`config.mk`:
```
export PLATFORM = sky130hd
export DESIGN_NAME = regfile_write_arbiter
export DESIGN_NICKNAME = d
export VERILOG_FILES = /design/src/rtl/regfile_write_arbiter.sv
export SDC_FILE = /design/constraint.sdc
export NUM_CORES = 1
export LEC_CHECK = 0
export CAP_MARGIN = 15
export CORE_MARGIN = 2
export CORE_UTILIZATION = 45
export CTS_BUF_LIST = sky130_fd_sc_hd__clkbuf_8
export CTS_CLUSTER_DIAMETER = 150
export CTS_CLUSTER_SIZE = 16
export DETAILED_ROUTE_END_ITERATION = 10
export PLACE_DENSITY = 0.89
export SETUP_SLACK_MARGIN = 0.02
export SYNTH_ARGS = -nofsm -noshare
export SYNTH_HDL_FRONTEND = slang
export SYNTH_SLANG_ARGS = --single-unit
export TNS_END_PERCENT = 30
```
`constraint.sdc`:
```
create_clock -name clk -period 3.85 [get_ports clk]
set_input_delay 0.9625 -clock clk [delete_from_list [all_inputs] [get_ports clk]]
set_output_delay 0.9625 -clock clk [all_outputs]
set_load 0.03 [all_outputs]
```
`src/rtl/regfile_write_arbiter.sv`:
```
// Round-robin arbiter sharing the register-file write port between the ALU and load writeback paths.
// Port outputs are registered; writes aimed at register 0 are accepted but never enabled.
module regfile_write_arbiter #(
   parameter int CNT_W = 16
) (
   input  logic             clk,
   input  logic             reset,
   input  logic             hold,
   input  logic             req0_valid,
   input  logic [4:0]       req0_addr,
   input  logic [31:0]      req0_data,
   output logic             req0_ready,
   input  logic             req1_valid,
   input  logic [4:0]       req1_addr,
   input  logic [31:0]      req1_data,
   output logic             req1_ready,
   output logic             we3,
   output logic [4:0]       a3,
   output logic [31:0]      wd3,
   output logic             prio,
   output logic [CNT_W-1:0] grant_cnt0,
   output logic [CNT_W-1:0] grant_cnt1
);

   localparam logic [CNT_W-1:0] CNT_MAX = {CNT_W{1'b1}};
   localparam logic [CNT_W-1:0] CNT_ONE = {{(CNT_W-1){1'b0}}, 1'b1};

   logic             grant0_s;
   logic             grant1_s;
   logic             we3_r;
   logic [4:0]       a3_r;
   logic [31:0]      wd3_r;
   logic             prio_r;
   logic [CNT_W-1:0] cnt0_r;
   logic [CNT_W-1:0] cnt1_r;

   // Saturating increment so debug counters stick at their maximum instead of wrapping.
   function automatic logic [CNT_W-1:0] sat_inc(input logic [CNT_W-1:0] val);
      if (val == CNT_MAX) begin
         sat_inc = val;
      end else begin
         sat_inc = val + CNT_ONE;
      end
   endfunction

   // Grant selection: single requester wins outright, a tie goes to the prio owner.
   always_comb begin
      grant0_s = 1'b0;
      grant1_s = 1'b0;
      if (reset || hold) begin
         grant0_s = 1'b0;
         grant1_s = 1'b0;
      end else if (req0_valid && req1_valid) begin
         grant0_s = ~prio_r;
         grant1_s = prio_r;
      end else if (req0_valid) begin
         grant0_s = 1'b1;
      end else if (req1_valid) begin
         grant1_s = 1'b1;
      end else begin
         grant0_s = 1'b0;
         grant1_s = 1'b0;
      end
   end

   // Write-port register, round-robin pointer and grant counters.
   always_ff @(posedge clk or posedge reset) begin
      if (reset) begin
         we3_r  <= 1'b0;
         a3_r   <= 5'd0;
         wd3_r  <= 32'd0;
         prio_r <= 1'b0;
         cnt0_r <= {CNT_W{1'b0}};
         cnt1_r <= {CNT_W{1'b0}};
      end else if (grant0_s) begin
         we3_r  <= (req0_addr != 5'd0);
         a3_r   <= req0_addr;
         wd3_r  <= req0_data;
         prio_r <= 1'b1;
         cnt0_r <= sat_inc(cnt0_r);
      end else if (grant1_s) begin
         we3_r  <= (req1_addr != 5'd0);
         a3_r   <= req1_addr;
         wd3_r  <= req1_data;
         prio_r <= 1'b0;
         cnt1_r <= sat_inc(cnt1_r);
      end else begin
         we3_r  <= 1'b0;
      end
   end

   assign req0_ready = grant0_s;
   assign req1_ready = grant1_s;
   assign we3        = we3_r;
   assign a3         = a3_r;
   assign wd3        = wd3_r;
   assign prio       = prio_r;
   assign grant_cnt0 = cnt0_r;
   assign grant_cnt1 = cnt1_r;

endmodule

```
==> impl_metrics.py <==
metrics = {
    "outcome": {
        "status": "finished clean",
    },
    "clocking": {
        "cts-root-buf": "clkbuf_8",
        "cts_tree": "yes",
        "post_cts_buffers": 0,
        "cts_resized": 0,
        "cts_buffers": 9,
        "cts_buffer_depth": 2,
        "holdBufCountCts": 0,
        "worstSkewPairLatency_ps": 330,
        "path_clk_slew_ps": 80,
        "cts_sinks": 71,
        "cts_htree_levels": 3,
    },
    "die": {
        "die_h_um": 91.4,
        "io_pins": 152,
        "start_util": 0.469,
        "rows": 31,
        "core_area_um2": 7330,
        "die_w_um": 91.4,
        "die_area_um2": 8360,
    },
    "power_and_ir_drop": {
        "p_switching_uw": 805,
        "intPower_mw": 1.52,
        "powerDensity_nw_per_um2": 441,
        "power_frac_clock": 0.248,
        "p_seq_frac": 0.411,
        "vdd_ir_drop_max_mv": 0.255,
        "comb_power_share": 0.341,
        "p_leak_nw": 2.23,
        "swShare": 0.346,
    },
    "placement": {
        "gp_congestion": 0.816,
        "io_buffers": 151,
        "place_hpwl_um": 6930,
        "pre_cts_ws_ps": 233,
    },
    "routing": {
        "dr.pass1.iters": 5,
        "wl_met3_um": 568,
        "vias": 3341,
        "vias_per_cell": 5.37,
        "routed_wl_um": 9550,
        "met1_length_um": 3920,
        "drcViolationCount": 0,
        "highest_layer": "met4",
        "wl_met2_um": 4890,
        "drt_iter0_drc": 189,
        "ant_nets": 0,
        "wire_per_inst_um": 15.4,
    },
    "worst_setup_path": {
        "critPathSlowestCell": "clkdlybuf4s50_1",
        "crit_chain": "clkdlybuf4s50_1, nor3b_4, nand2_2, inv_1, clkdlybuf4s50_1",
        "required_ps": 2890,
        "criticalPathCategory": "in2out",
        "cp-start-kind": "primary input",
        "crit_top_cell": "clkdlybuf4s50_1",
        "max_stage_delay_ps": 660,
        "critPathTopFamily": "buffers and inverters",
        "path_buf_inv": 3,
        "cp.arrival_ps": 2650,
        "path_max_fanout": 7,
        "cp-end-kind": "output port",
    },
    "yosys": {
        "synth.distinct_cells": 45,
        "ys_ff_latch": 71,
        "synth-seq-area-share": 0.517,
        "syn_avg_cell_area_um2": 9.39,
        "synth_area_um2": 3440,
        "ys_warn_count": 0,
        "ys.flop_type": "dfrtp_1",
        "syn-num-nets": 447,
        "syn_inst": 366,
        "synthArstFlopShare": 1.00,
        "synth_edf_count": 0,
    },
    "sta": {
        "slew_violations": 0,
        "fin_ws_ps": 238,
        "rsz0062_at_grt": "false",
        "fin_crit_ps": 3610,
        "clock_skew_ps": 15.3,
        "period_share": 0.938,
        "tns_ps": 0,
        "finalHoldViolCount": 0,
        "worst_slew_pin_slew_ps": 759,
        "slew_headroom": 0.494,
        "finalSetupViolCount": 0,
        "max_freq_mhz": 277,
    },
    "grt": {
        "grt.total_usage": 0.226,
        "grt.overflow.total": 0,
        "antenna_found_initial": 0,
        "grt_pass1_vias": 3138,
        "grt_max_degree": 54,
        "grt_pass1_wl_um": 15200,
    },
    "finish": {
        "final_cell_mix": "clkdlybuf4s50_1, nand2_1, dfrtp_1, nor2_1, a31oi_1",
        "fin_nets": 599,
        "area_growth_pct": 53.2,
        "layout_commonest_cell": "clkdlybuf4s50_1",
        "drive_gt1_frac": 0.0822,
        "insertedDiodeCount": 0,
    },
    "min_path": {
        "hold_path.class": "reg2reg",
    },
    "flow_run": {
        "cap_viol_max_count": 0,
    },
}
power by group through the flow:
stage,clock [mW],sequential (mW),combinational [mW]
5_1_grt,0.621,0.975,0.843
4_1_cts,0.582,0.956,0.802
3_3_place_gp,0,0.964,0.779
3_5_place_dp,0,0.970,0.800
2_1_floorplan,0,1.18,0.194
6_report,0.576,0.956,0.794
metrics by stage:
| step | util | power (mW) | hold WS [ps] | instance area [µm²] | instances |
|---|---|---|---|---|---|
| 2_1_floorplan | - | 1.38 | 665 | 3440 | 366 |
| 3_3_place_gp | 0.692 | 1.74 | 484 | 5070 | 606 |
| 3_5_place_dp | 0.692 | 1.77 | 485 | 5070 | 606 |
| 4_1_cts | 0.719 | 2.34 | 496 | 5270 | 622 |
| 5_1_grt | 0.719 | 2.44 | 512 | 5270 | 622 |
| 6_report | 0.719 | 2.33 | 495 | 5270 | 622 |
cell usage after synthesis, types with 3 or more instances:
library cell | count | area [µm²]
xnor2_1 | 8 | 70.1
nor3_1 | 10 | 50.1
inv_1 | 9 | 33.8
dfrtp_1 | 71 | 1780
nand4b_1 | 3 | 26.3
buf_2 | 7 | 35.0
nand4_1 | 10 | 62.6
xor2_1 | 15 | 131
a22oi_1 | 4 | 30.0
o21ai_0 | 6 | 30.0
nand2_1 | 82 | 308
nand3_1 | 11 | 55.1
mux2_2 | 6 | 67.6
nor4_1 | 7 | 43.8
nor2_1 | 41 | 154
a31oi_1 | 33 | 206
clkbuf_1 | 7 | 26.3
state kept, by name, summed over array words and instances (netlist names):
register / count
a3: 5
grant_cnt0: 16
grant_cnt1: 16
prio: 1
wd3: 32
we3: 1
worst register-to-register path, cell delays in order (launching register included):
cell and delay, ps:
dfrtp_1 400, ha_1 220, nand4_1 220, nor4_4 530
nor2_2 100, mux2_4 310
final timing paths:
kind / startpoint / to / slack [ps] / cells after the start
worst max-delay path: reset / req1_ready / 240 / 5
worst min-delay path: grant_cnt0[7] / grant_cnt0[7] / 500 / 1
worst max register to register: grant_cnt1[0] / grant_cnt1[1] / 1960 / 5
worst min register to register: grant_cnt0[7] / grant_cnt0[7] / 500 / 1
max in group asynchronous: reset / a3[0] / 1910 / 3
min in group asynchronous: reset / grant_cnt0[9] / 1270 / 2
cell type report:
class / count / area (µm²)
fill: 548 / 2060
sequential: 71 / 1780
timing repair buffer: 157 / 1580
multi-input combinational: 270 / 1560
clock buffer: 13 / 179
tap: 99 / 124
inverter: 9 / 33.8
clock inverter: 3 / 16.3
kinds of logic after synthesis:
kind of cell | after synthesis | synth area share
XOR/XNOR | 23 | 0.0586
buffers and inverters | 25 | 0.0298
AND/OR/NAND/NOR | 184 | 0.261
adder cells (fa/ha/maj) | 2 | 0.00728
AO/OA/AOI/OAI | 52 | 0.0972
multiplexers | 9 | 0.0298
flip-flops | 71 | 0.517
layer usage:
metal / vias to the layer above / track usage
met1: 1618 / 0.283
met3: 18 / 0.0456
met5: - / 0
met4: 0 / 0.0846
li1: 1575 / -
met2: 130 / 0.385
No activity file was read; power rests on OpenSTA's default activity.
